==> src/rtl/instr_fetch_unit_pkg.sv <==
// Shared definitions for the instruction fetch unit: default widths, buffer depth,
// the {instr, pc} entry layout and a PC alignment helper.
package instr_fetch_unit_pkg;

    localparam int unsigned InstrWidth = 32;
    localparam int unsigned PcWidth    = 32;
    localparam int unsigned Depth      = 2;

    // Buffer entry layout, MSB first: {instr, pc}
    localparam int unsigned EntryWidth = InstrWidth + PcWidth;

    // Instructions are word aligned; any set bit in pc[1:0] is a misaligned fetch
    function automatic logic is_misaligned(input logic [1:0] pc_lo);
        return pc_lo != 2'b00;
    endfunction

endpackage

==> src/rtl/instr_fetch_unit_if.sv <==
// Fetch bus: PC handshake, instruction memory port and decode handshake.
// The slave modport is the fetch unit; the master modport is its environment.
interface instr_fetch_unit_if
    import instr_fetch_unit_pkg::*;
#(
    parameter int unsigned N_bit   = PcWidth,
    parameter int unsigned W_instr = InstrWidth
) ();

    logic [N_bit-1:0]   pc_in;
    logic               pc_valid;
    logic               pc_ready;
    logic               flush;
    logic               imem_rd_en;
    logic [N_bit-1:0]   imem_addr;
    logic [W_instr-1:0] imem_rdata;
    logic [W_instr-1:0] instr_out;
    logic [N_bit-1:0]   instr_pc;
    logic               instr_misalign;
    logic               instr_valid;
    logic               instr_ready;

    modport slave (
        input  pc_in, pc_valid, flush, imem_rdata, instr_ready,
        output pc_ready, imem_rd_en, imem_addr, instr_out, instr_pc, instr_misalign,
               instr_valid
    );

    modport master (
        output pc_in, pc_valid, flush, imem_rdata, instr_ready,
        input  pc_ready, imem_rd_en, imem_addr, instr_out, instr_pc, instr_misalign,
               instr_valid
    );

endinterface

==> src/rtl/instr_fetch_unit_fifo.sv <==
// In-order instruction buffer: register array with wrapping pointers, an occupancy
// count and a synchronous clear that dominates push/pop.
module instr_fetch_unit_fifo
    import instr_fetch_unit_pkg::*;
#(
    parameter int unsigned Entries = Depth,
    parameter int unsigned Width   = EntryWidth
) (
    input  logic                        clk,
    input  logic                        reset,
    input  logic                        clear,
    input  logic                        push,
    input  logic [Width-1:0]            push_data,
    input  logic                        pop,
    output logic [Width-1:0]            head_data,
    output logic [$clog2(Entries):0]    count
);

    localparam int unsigned PtrW = $clog2(Entries);
    localparam int unsigned CntW = PtrW + 1;

    logic [Width-1:0] mem_q [Entries];
    logic [PtrW-1:0]  wr_ptr_q;
    logic [PtrW-1:0]  rd_ptr_q;
    logic [CntW-1:0]  count_q;

    assign head_data = mem_q[rd_ptr_q];
    assign count     = count_q;

    // Storage: write at the tail; reset to zero so outputs read 0 during reset
    always_ff @(posedge clk or posedge reset) begin
        if (reset) begin
            for (int i = 0; i < Entries; i++) begin
                mem_q[i] <= '0;
            end
        end else if (push && !clear) begin
            mem_q[wr_ptr_q] <= push_data;
        end
    end

    // Pointers and count; power-of-two depth lets the pointers wrap naturally
    always_ff @(posedge clk or posedge reset) begin
        if (reset) begin
            wr_ptr_q <= '0;
            rd_ptr_q <= '0;
            count_q  <= '0;
        end else if (clear) begin
            wr_ptr_q <= '0;
            rd_ptr_q <= '0;
            count_q  <= '0;
        end else begin
            if (push) wr_ptr_q <= wr_ptr_q + PtrW'(1);
            if (pop)  rd_ptr_q <= rd_ptr_q + PtrW'(1);
            count_q <= count_q + CntW'(push) - CntW'(pop);
        end
    end

endmodule

==> src/rtl/instr_fetch_unit.sv <==
// Fetch stage: accepts a PC, issues a 1-cycle-latency instruction memory read and
// buffers the returned word with its PC for decode. flush drops buffered and in-flight work.
module instr_fetch_unit
    import instr_fetch_unit_pkg::*;
#(
    parameter int unsigned N_bit   = PcWidth,
    parameter int unsigned W_instr = InstrWidth,
    parameter int unsigned DEPTH   = Depth
) (
    input  logic              clk,
    input  logic              reset,
    instr_fetch_unit_if.slave bus
);

    localparam int unsigned CntW   = $clog2(DEPTH) + 1;
    localparam int unsigned EntryW = W_instr + N_bit;

    logic              inflight_q;
    logic [N_bit-1:0]  pc_hold_q;
    logic              pop;
    logic              accept;
    logic              push;
    logic [CntW-1:0]   count;
    logic [CntW:0]     occupancy;
    logic [EntryW-1:0] head;

    assign bus.instr_valid = (count != '0);
    assign pop             = bus.instr_valid & bus.instr_ready;

    // Every in-flight read owns a slot; a same-cycle pop frees one for back-to-back fetch
    assign occupancy = {1'b0, count} + {{CntW{1'b0}}, inflight_q} - {{CntW{1'b0}}, pop};
    assign bus.pc_ready = !reset && !bus.flush && (occupancy < (CntW + 1)'(DEPTH));

    assign accept         = bus.pc_valid & bus.pc_ready;
    assign bus.imem_rd_en = accept;
    assign bus.imem_addr  = bus.pc_in;

    // A response arriving in a flush cycle belongs to the discarded path
    assign push = inflight_q & ~bus.flush;

    assign bus.instr_out      = head[EntryW-1:N_bit];
    assign bus.instr_pc       = head[N_bit-1:0];
    assign bus.instr_misalign = is_misaligned(head[1:0]);

    // Track the outstanding read and remember its PC for tagging the response
    always_ff @(posedge clk or posedge reset) begin
        if (reset) begin
            inflight_q <= 1'b0;
            pc_hold_q  <= '0;
        end else begin
            inflight_q <= accept;
            if (accept) pc_hold_q <= bus.pc_in;
        end
    end

    instr_fetch_unit_fifo #(
        .Entries (DEPTH),
        .Width   (EntryW)
    ) u_fifo (
        .clk       (clk),
        .reset     (reset),
        .clear     (bus.flush),
        .push      (push),
        .push_data ({bus.imem_rdata, pc_hold_q}),
        .pop       (pop),
        .head_data (head),
        .count     (count)
    );

endmodule

==> src/flat_wrapper.sv <==
// flat-port wrapper written by rule: the top's interface ports become plain ports
module instr_fetch_unit_flat import instr_fetch_unit_pkg::*;
#(
    parameter int unsigned N_bit   = PcWidth,
    parameter int unsigned W_instr = InstrWidth,
    parameter int unsigned DEPTH   = Depth
)
  (clk, reset, bus_pc_in, bus_pc_valid, bus_flush, bus_imem_rdata, bus_instr_ready, bus_pc_ready, bus_imem_rd_en, bus_imem_addr, bus_instr_out, bus_instr_pc, bus_instr_misalign, bus_instr_valid);
  instr_fetch_unit_if #(.N_bit(N_bit), .W_instr(W_instr)) bus_i ();
  input  logic clk;
  input  logic reset;
  input wire logic [$bits(bus_i.pc_in)-1:0] bus_pc_in;
  input wire logic [$bits(bus_i.pc_valid)-1:0] bus_pc_valid;
  input wire logic [$bits(bus_i.flush)-1:0] bus_flush;
  input wire logic [$bits(bus_i.imem_rdata)-1:0] bus_imem_rdata;
  input wire logic [$bits(bus_i.instr_ready)-1:0] bus_instr_ready;
  output wire logic [$bits(bus_i.pc_ready)-1:0] bus_pc_ready;
  output wire logic [$bits(bus_i.imem_rd_en)-1:0] bus_imem_rd_en;
  output wire logic [$bits(bus_i.imem_addr)-1:0] bus_imem_addr;
  output wire logic [$bits(bus_i.instr_out)-1:0] bus_instr_out;
  output wire logic [$bits(bus_i.instr_pc)-1:0] bus_instr_pc;
  output wire logic [$bits(bus_i.instr_misalign)-1:0] bus_instr_misalign;
  output wire logic [$bits(bus_i.instr_valid)-1:0] bus_instr_valid;
  assign bus_i.pc_in = bus_pc_in;
  assign bus_i.pc_valid = bus_pc_valid;
  assign bus_i.flush = bus_flush;
  assign bus_i.imem_rdata = bus_imem_rdata;
  assign bus_i.instr_ready = bus_instr_ready;
  assign bus_pc_ready = bus_i.pc_ready;
  assign bus_imem_rd_en = bus_i.imem_rd_en;
  assign bus_imem_addr = bus_i.imem_addr;
  assign bus_instr_out = bus_i.instr_out;
  assign bus_instr_pc = bus_i.instr_pc;
  assign bus_instr_misalign = bus_i.instr_misalign;
  assign bus_instr_valid = bus_i.instr_valid;
  instr_fetch_unit #(.N_bit(N_bit), .W_instr(W_instr), .DEPTH(DEPTH)) u_core (.clk(clk), .reset(reset), .bus(bus_i));
endmodule
==> config.mk <==
export PLATFORM = sky130hd
export DESIGN_NAME = instr_fetch_unit_flat
export DESIGN_NICKNAME = d
export VERILOG_FILES = /design/src/rtl/instr_fetch_unit_pkg.sv /design/src/rtl/instr_fetch_unit_if.sv /design/src/rtl/instr_fetch_unit_fifo.sv /design/src/rtl/instr_fetch_unit.sv /design/src/flat_wrapper.sv
export SDC_FILE = /design/constraint.sdc
export NUM_CORES = 1
export LEC_CHECK = 0
export CAP_MARGIN = 10
export CORE_MARGIN = 2
export CORE_UTILIZATION = 60
export DETAILED_ROUTE_END_ITERATION = 10
export DONT_BUFFER_PORTS = 1
export PLACE_DENSITY = 0.85
export SYNTH_ARGS = -nofsm -noshare
export SYNTH_HDL_FRONTEND = slang
export SYNTH_SLANG_ARGS = --single-unit
==> constraint.sdc <==
create_clock -name clk -period 12.8 [get_ports clk]
set_input_delay 1.28 -clock clk [delete_from_list [all_inputs] [get_ports clk]]
set_output_delay 1.28 -clock clk [all_outputs]
set_load 0.01 [all_outputs]
==> results of run 1 <==
==> placed cells by master, fill, tap and decap left out, drive strengths merged <==
master      n
nand2b      2
clkinvlp    3
clkbuf     21
nand3b      1
inv         4
dfrtp     165
xnor2       4
nand4       1
bufinv      4
clkinv      2
ha          3
xor2        1
and3        1
mux2      224
nor2b       1
fa          1
or2         2
nor2        5
o21a        1
buf         6
==> worst paths after layout <==
check	from	slack (ns)	depth (start not counted)	end
min reg2reg	u_core.u_fifo.mem_q[115]$_DFFE_PP0P_	0.48	1	u_core.u_fifo.mem_q[115]$_DFFE_PP0P_
max reg2reg	u_core.u_fifo.count[1]$_DFF_PP0_	9.60	7	u_core.pc_hold_q[10]$_DFFE_PP0P_
max in group asynchronous	reset	10.83	3	u_core.u_fifo.mem_q[74]$_DFFE_PP0P_
min in group asynchronous	reset	0.82	1	u_core.u_fifo.mem_q[113]$_DFFE_PP0P_
min	u_core.u_fifo.mem_q[115]$_DFFE_PP0P_	0.48	1	u_core.u_fifo.mem_q[115]$_DFFE_PP0P_
max	bus_instr_ready	7.91	7	bus_imem_rd_en
==> registers in the layout, indices dropped and copies added, names as in the netlist <==
name and cells:
u_core.pc_hold_q 32, u_core.u_fifo.rd_ptr_q 1, u_core.u_fifo.mem_q 128, u_core.u_fifo.wr_ptr_q 1, u_core.inflight_q 1, u_core.u_fifo.count 2
==> layer usage <==
metal  vias up  GRT usage
met5         -          0
met4         0     0.0932
met3        24     0.0712
met2        91      0.352
met1      1865      0.242
li1       1563          -
==> cells by family after synthesis <==
| logic type | count (synthesis) | share of synthesized area |
|---|---|---|
| adder cells (fa/ha/maj) | 4 | 0.00779 |
| buffers and inverters | 59 | 0.0567 |
| XOR/XNOR | 5 | 0.00694 |
| flip-flops | 165 | 0.559 |
| multiplexers | 224 | 0.356 |
| AND/OR/NAND/NOR | 13 | 0.0125 |
| AO/OA/AOI/OAI | 1 | 0.00102 |
==> critical path: cells and delay by family <==
kind	cells	cell delay (ns)
xor gates and xnor gates	1	0.20
adders and majority gates	2	0.66
buffers and inverters	1	0.43
and+or+nand+nor	2	0.88
AOI/OAI and AO/OA	1	0.16
==> area by class of cell <==
| type | instances | area share |
|---|---|---|
| Multi-Input combinational cell | 247 | 0.362 |
| Clock inverter | 9 | 0.0194 |
| Tap cell | 147 | 0.0234 |
| Timing Repair Buffer | 6 | 0.00829 |
| Clock buffer | 21 | 0.0586 |
| Sequential cell | 165 | 0.526 |
| Inverter | 4 | 0.00255 |
==> report_power, final <==
group | internal [mW] | switching [mW]
logic | 0.324 | 0.242
clock network | 0.334 | 0.196
registers | 0.744 | 0.126
total | 1.40 | 0.564
==> through the flow <==
step           worst slack, ns  utilization  instances  hold slack, ns  area [sq um]
6_report                  7.91        0.654        599           0.484          7850
5_1_grt                   7.75        0.654        599           0.503          7850
4_1_cts                   7.85        0.651        598           0.486          7830
3_5_place_dp              7.85        0.600        568           0.472          7210
3_3_place_gp              7.89        0.600        568           0.463          7210
2_1_floorplan             7.06            -        471           0.454          7390
==> impl_metrics.ini, run 1 <==
[power_and_ir_drop]
p_leak_nw = 3.71
powerDensity_mw_per_mm2 = 250
peakVddDrop_mv = 0.164
fin_total_pwr_mw = 1.97

[finish]
area_growth_pct = 6.28
nFillCells = 855
nets = 514
multi_input_area_sq_mm = 0.00284
layout-drive-gt1-share = 0.575
seqCellArea_sq_mm = 0.00413
n_antenna_cell = 0

[synthesis]
ys_seq_elements = 165
yosys-top-cells-count = mux2_2, dfrtp_1, buf_4, mux2_4, buf_2
syn_nets = 544
yosysTopAreaCell = dfrtp_1
netlist_area_sq_mm = 0.00739
syn_inst = 471
yosys_most_used_dff = dfrtp_1
synth.distinct_cells = 22
yosysWarnings = 0
ys_seq_area_frac = 0.559
async_flop_share = 1.00
ys_top_cells_by_area = dfrtp_1, mux2_2, mux2_4, buf_4, mux2_1
syn_avg_cell_area_sq_um = 15.7
yosysTopAreaCellShare = 0.559
synth.most_common_cell = mux2_2
synth_edf_count = 0

[sta]
tns_ns = 0
max_freq_mhz = 204
period_minus_slack_ns = 4.89
relSlewSlack = 0.348
rsz0062_at_grt = false
worstMarginPinSlew_ns = 0.975
maxSlewViolCount = 0
fin_skew_ns = 0.00442
setup_viol = 0
hold_viol = 0
finalCritPeriodShare = 0.382

[setup_path]
required_ns = 11.52
max_stage_delay_ns = 0.72
cp_slowest_cell = nand4_4
critPathKind = in -> out
cp.arrival_ns = 3.61
path_cells = o21a_1 > ha_1 > nand2b_1 > fa_1 > xnor2_2 > nand4_4 > inv_1
startpoint_type = input pin
cp_max_fo = 33
worst_setup_path_end_kind = output pin

[route]
firstDrtPassIters = 4
via_per_inst = 5.91
totalWireLength_mm = 13.1
top_layer = met4
drc = 0
num_vias = 3543
met1_length_mm = 5.26
drtAntennaViolNets = 0
drtIter0Drc = 133
routedWlPerCell_um = 21.9
wl_met3_um = 778
met2RoutedLength_mm = 6.73

[cts]
clk_latency_ns = 0.42
cts.sinks = 165
holdBufCountCts = 0
cts_buffer_depth = 2
clockRootBuffer = clkbuf_16
cts_resized = 0
cts_tree = done
numCtsBuffers = 17
clk_pin_slew_ns = 0.06
cts_setup_buffers = 0
htreeDepth = 4

[placement]
place.gp.congestion = 0.758
hpwlAfterDp_mm = 8.45
port_buffers = 0

[global_route]
grt_max_degree = 91
track_usage = 0.209
antenna_found_initial = 0
grt_pass1_wl_mm = 20.6
grt_pass1_vias = 3924
grt-ovfl-total = 0

[die]
die_x_um = 115
io_pins = 169
dieArea_sq_mm = 0.0132
die_y_um = 115
start_util = 0.615
coreArea_sq_mm = 0.0120
rows = 40

[hold_path]
min_path_type = reg -> reg

[flow_run]
cap_violations = 0

[run_status]
status = finished, final reports clean
Note: power is estimated with default switching activity, not from simulation.
==> inputs of run 2 (changes only) <==
--- a/config.mk
+++ b/config.mk
@@ -5,6 +5,7 @@
 export SDC_FILE = /design/constraint.sdc
 export NUM_CORES = 1
 export LEC_CHECK = 0
+export ABC_AREA = 1
 export CAP_MARGIN = 10
 export CORE_MARGIN = 2
 export CORE_UTILIZATION = 60
==> constraint.sdc (replaced) <==
create_clock -name clk -period 5 [get_ports clk]
set_input_delay 0.5 -clock clk [delete_from_list [all_inputs] [get_ports clk]]
set_output_delay 0.5 -clock clk [all_outputs]
set_load 0.01 [all_outputs]
==> run 2 against run 1 <==
Against the previous run:
- die area grew 3.1%
- sequential cell count is the same
- clock-buffer cell count shrank 3
- synthesized cell count grew 91%
- sequential power grew 150%
- global-route usage grew 2.8 points
- utilization shrank 1.8 points
- sequential share of layout area shrank 0.72 points
- power grew to 2.5 times the previous value
- critical path type is now reg -> out
- largest cell class unchanged
- largest power group unchanged
==> impl_metrics.ini, run 2 <==
[synthesis]
syn_nets = 974
yosysTopAreaCellShare = 0.541
ys_top_cells_by_area = dfrtp_1, nand2_1, o21ai_2, o21ai_0, inv_1
yosys_most_used_dff = dfrtp_1
synth.distinct_cells = 22
yosysTopAreaCell = dfrtp_1
synth_edf_count = 0
yosys-top-cells-count = nand2_1, dfrtp_1, inv_1, o21ai_0, o21ai_2
ys_seq_area_frac = 0.541
yosysWarnings = 0
synth.most_common_cell = nand2_1
async_flop_share = 1.00
syn_avg_cell_area_sq_um = 8.47
ys_seq_elements = 165
netlist_area_sq_mm = 0.00763
syn_inst = 901

[global_route]
track_usage = 0.237
grt_pass1_wl_mm = 24.6
grt_pass1_vias = 4939
grt_max_degree = 75
grt-ovfl-total = 0
antenna_found_initial = 0

[sta]
worstMarginPinSlew_ns = 0.908
setup_viol = 0
fin_skew_ns = 0.00780
rsz0062_at_grt = false
max_freq_mhz = 258
period_minus_slack_ns = 3.87
hold_ws_ns = 0.114
hold_viol = 0
maxSlewViolCount = 0
finalCritPeriodShare = 0.774
relSlewSlack = 0.395
tns_ns = 0

[finish]
largest_reg_flops = 128
nets = 916
n_antenna_cell = 0
layout-drive-gt1-share = 0.119
final_common_cell = nand2_1
regMostFlops = u_core.u_fifo.mem_q
layout_common_cells = nand2_1, dfrtp_1, inv_1, o21ai_0, o21ai_2
area_growth_pct = 4.38

[cts]
clk_pin_slew_ns = 0.07
cts_tree = done
htreeDepth = 4
numCtsBuffers = 17
cts_setup_buffers = 0
cts.sinks = 165
clockRootBuffer = clkbuf_16
cts_resized = 0
clk_latency_ns = 0.43
cts_buffer_depth = 2
holdBufCountCts = 0

[setup_path]
crit_start = u_core.u_fifo.count[1]$_DFF_PP0_
r2r-end = u_core.pc_hold_q[19]$_DFFE_PP0P_
worst_setup_path_end_kind = output pin
required_ns = 4.50
cp.arrival_ns = 3.37
r2r_slack_ns = 1.62
rr_worst_depth = 13
cp_max_fo = 21
critPathKind = reg -> out
startpoint_type = flop
worstReg2RegStart = u_core.u_fifo.count[1]$_DFF_PP0_

[route]
routedWlPerCell_um = 15.1
via_per_inst = 5.31
totalWireLength_mm = 15.5
num_vias = 5458
drtIter0Drc = 436
drtAntennaViolNets = 0
firstDrtPassIters = 5
drc = 0

[die]
start_util = 0.609
rows = 41
die_y_um = 117
io_pins = 169
dieArea_sq_mm = 0.0136
die_x_um = 117
coreArea_sq_mm = 0.0125

[placement]
place.gp.congestion = 0.747
port_buffers = 0
hpwlAfterDp_mm = 9.62

[hold_path]
min_path_type = in -> async

[power_and_ir_drop]
peakVddDrop_mv = 0.502
powerDensity_mw_per_mm2 = 629
p_leak_nw = 4.17

[run_status]
status = finished, final reports clean

[flow_run]
cap_violations = 0
run 2: changes by cell type after synthesis, sizes merged, moves of 2 or more:
cell    before  now
nand4        1   32
xnor2        4    0
nand2        0  392
clkbuf       0   20
nand2b       2    0
mux2       224    0
o21ai        0  130
nand3        0    4
inv          4   77
buf         55   67
run 2: cell type report:
class | instances | area (sq um)
Clock inverter | 14 | 151
Clock buffer | 18 | 439
Inverter | 77 | 293
Timing Repair Buffer | 10 | 75.1
Sequential cell | 165 | 4130
Tap cell | 172 | 215
Multi-Input combinational cell | 572 | 2660
Fill cell | 1072 | 4560
run 2: worst max-delay path, stage by stage (launching register included):
cell and delay, ns:
dfrtp_1 0.44, inv_1 0.10, nand2_1 0.12, nand2_1 0.10
inv_1 0.08, ha_1 0.26, or2_2 0.30, fa_1 0.48
nand2_1 0.06, nor2_2 0.64, nand3_1 0.18, inv_1 0.17
run 2: metrics by stage:
step                instances   util  worst slack (ns)  instance area (sq um)  total power, mW
CTS                      1028  0.636              1.11                   7960             5.05
detailed placement        996  0.589              1.57                   7370             3.75
floorplan                 901      -             0.876                   7630             3.43
global placement          996  0.589              1.66                   7370             3.66
finish                   1028  0.636              1.13                   7960             5.01
global route             1028  0.636             0.829                   7960             5.41
run 2: worst max path at each step:
stage | endpoint | slack (ns) | depth (start not counted)
6_report | bus_imem_rd_en | 1.13 | 11
5_1_grt | bus_imem_rd_en | 0.83 | 11
4_1_cts | bus_pc_ready | 1.11 | 11
3_5_place_dp | bus_pc_ready | 1.57 | 11
3_3_place_gp | bus_pc_ready | 1.66 | 11
2_1_floorplan | bus_imem_rd_en | 0.88 | 6
run 2: layer usage:
| metal | track usage | routed length, um | vias to the layer above |
|---|---|---|---|
| met5 | 0 | 0 | - |
| met4 | 0.0886 | 236 | 0 |
| met3 | 0.0804 | 1170 | 20 |
| met2 | 0.361 | 7240 | 163 |
| met1 | 0.318 | 6830 | 2606 |
| li1 | - | - | 2669 |
run 2: logic make-up (layout without fill, tap and decap cells):
group	Yosys count	in the layout	share of synthesized area
AOI/OAI and AO/OA	130	130	0.110
xor gates and xnor gates	1	1	0.00115
adders and majority gates	4	4	0.00755
buffers and inverters	164	119	0.112
DFF	165	165	0.541
and+or+nand+nor	437	437	0.228
run 2: power breakdown:
| group | total [mW] | leakage, nW | internal [mW] | switching, mW |
|---|---|---|---|---|
| registers | 2.14 | 2.16 | 1.86 | 0.279 |
| clock network | 1.29 | 0.264 | 0.750 | 0.539 |
| logic | 1.58 | 1.75 | 0.475 | 1.11 |
==> inputs of run 3 (changes only) <==
--- a/config.mk
+++ b/config.mk
@@ -8,10 +8,10 @@
 export ABC_AREA = 1
 export CAP_MARGIN = 10
 export CORE_MARGIN = 2
-export CORE_UTILIZATION = 60
+export CORE_UTILIZATION = 57
 export DETAILED_ROUTE_END_ITERATION = 10
 export DONT_BUFFER_PORTS = 1
-export PLACE_DENSITY = 0.85
+export PLACE_DENSITY = 0.84
 export SYNTH_ARGS = -nofsm -noshare
 export SYNTH_HDL_FRONTEND = slang
 export SYNTH_SLANG_ARGS = --single-unit
==> constraint.sdc (replaced) <==
create_clock -name clk -period 3.5 [get_ports clk]
set_input_delay 0.35 -clock clk [delete_from_list [all_inputs] [get_ports clk]]
set_output_delay 0.35 -clock clk [all_outputs]
set_load 0.01 [all_outputs]
==> run 3 against run 2 <==
Against the previous run:
- critical path depth up 1
- design area up 1.8%
- die area up 5.1%
- clock power up 53%
- via count up 0.79%
- clock skew up 0.0036 ns
- routed wire length up 2.2%
- highest routed layer unchanged
- first-iteration DRC count up 9.9%
- cell count up 1.2%
- power up 47%
- worst hold slack worse by 0.11 ns
==> impl_metrics.ini, run 3 (same netlist as run 2, synthesis figures left out) <==
[power_and_ir_drop]
peakVddDrop_mv = 0.547
p_leak_nw = 4.27
powerDensity_mw_per_mm2 = 907

[finish]
area_growth_pct = 6.23
fin_cells = 1040
nets = 925
fin_area_sq_mm = 0.00810
nFillCells = 1130
layout-drive-gt1-share = 0.125
regMostFlops = u_core.u_fifo.mem_q
final_common_cell = nand2_1
fin_util = 0.617
n_antenna_cell = 0
layout_common_cells = nand2_1, dfrtp_1, inv_1, o21ai_0, o21ai_2
largest_reg_flops = 128

[route]
num_vias = 5501
firstDrtPassIters = 5
drtAntennaViolNets = 0
drc = 0
via_per_inst = 5.29
totalWireLength_mm = 15.8
routedWlPerCell_um = 15.2
drtIter0Drc = 479

[placement]
port_buffers = 0
dp_cells = 1003
place_area_sq_mm = 0.00743
place.gp.congestion = 0.747
hpwlAfterDp_mm = 9.94

[cts]
clockRootBuffer = clkbuf_16
clk_pin_slew_ns = 0.06
numCtsBuffers = 17
htreeDepth = 4
cts_tree = done
cts.sinks = 165
clk_latency_ns = 0.43
cts_buffer_depth = 2

[setup_path]
cp.arrival_ns = 2.97
rr_worst_depth = 13
required_ns = 3.15
worst_setup_path_end_kind = output pin
critPathKind = reg -> out
cp_max_fo = 8
startpoint_type = flop

[global_route]
grt-ovfl-total = 0
antenna_found_initial = 0
globalRouteMet3Util = 0.0841
busiest_layer = met2
grt_max_degree = 166
grtUsageMet2 = 0.367
grt_use_met1 = 0.303
grt_pass1_wl_mm = 26.1
grt_pass1_vias = 5235
track_usage = 0.232

[sta]
fin_skew_ns = 0.0114
finalCritPeriodShare = 0.949
setup_viol = 0
period_minus_slack_ns = 3.32
worstMarginPinSlew_ns = 0.924
maxSlewViolCount = 0
hold_viol = 0
hold_ws_ns = 0.00514
rsz0062_at_grt = false
relSlewSlack = 0.384
max_freq_mhz = 301

[flow_run]
cap_violations = 0

[hold_path]
min_path_type = in -> async

[die]
start_util = 0.581
die_x_um = 120
rows = 42
io_pins = 169
coreArea_sq_mm = 0.0131
dieArea_sq_mm = 0.0143
die_y_um = 120

[run_status]
status = finished, final reports clean
## run 3: cell count changes in the layout (fill, tap and decap cells not counted), sizes merged
cell | before | now
dlygate4sd3 | 0 | 1
buf | 10 | 18
clkinvlp | 9 | 2
clkbuf | 18 | 20
clkinv | 1 | 5
inv | 79 | 76
bufinv | 2 | 5
## run 3: worst paths after layout
check | endpoint | from | slack, ns
worst min-delay path | u_core.u_fifo.mem_q[6]$_DFFE_PP0P_ | reset | 0.005
min in group clk | u_core.pc_hold_q[27]$_DFFE_PP0P_ | bus_pc_in[27] | 0.07
worst max-delay path | bus_pc_ready | u_core.u_fifo.count[1]$_DFF_PP0_ | 0.18
worst min register to register | u_core.pc_hold_q[8]$_DFFE_PP0P_ | u_core.pc_hold_q[8]$_DFFE_PP0P_ | 0.47
worst max register to register | u_core.pc_hold_q[24]$_DFFE_PP0P_ | u_core.u_fifo.count[1]$_DFF_PP0_ | 0.62
max in group asynchronous | u_core.u_fifo.mem_q[68]$_DFFE_PP0P_ | reset | 2.75
## run 3: through the flow
step	power, mW	setup slack [ns]	setup TNS [ns]
CTS	7.39	0.147	0
global placement	5.27	0.675	0
floorplan	4.91	-0.289	-2.02
global route	7.87	0.00981	0
finish	7.35	0.177	0
detailed placement	5.39	0.630	0
## run 3: what timing repair did
| item | CTS | global route |
|---|---|---|
| resized for setup | 0 | 1 |
| setup buffers | 0 | 5 |
| endpoints found under the setup margin | 0 | 2 |
| hold endpoints to repair | 1 | 0 |
| hold buffers | 1 | 0 |
## run 3: layout make-up
| type | instances | area (sq um) | share of cell area |
|---|---|---|---|
| inverters | 77 | 293 | 0.0361 |
| clock buffers | 20 | 437 | 0.0539 |
| well taps | 176 | 220 | 0.0272 |
| clock inverters | 11 | 183 | 0.0225 |
| flip-flops and latches | 165 | 4130 | 0.510 |
| multi-input cells | 572 | 2670 | 0.330 |
| repair buffers | 19 | 170 | 0.0210 |
## run 3: metal layers
layer	part of all wire	wire [um]
met1	0.44	6910
met2	0.48	7550
met3	0.075	1190
met4	0.011	178
met5	0	0
## run 3: worst max-delay path: stages (launching register included)
cell	delay (ns)
dfrtp_1	0.43
inv_1	0.09
nand2_1	0.11
nand2_1	0.10
inv_1	0.07
ha_1	0.26
or2_2	0.31
fa_1	0.48
nand2_1	0.08
nor2_4	0.23
buf_4	0.21
nand2_1	0.06
inv_1	0.10
## run 3: power by group
part           leakage, nW  switching [mW]  internal [mW]  total [mW]
clock                0.303           0.712           1.25        1.97
combinational         1.80            1.60          0.718        2.32
sequential            2.16           0.411           2.65        3.07
total                 4.27            2.72           4.63        7.35
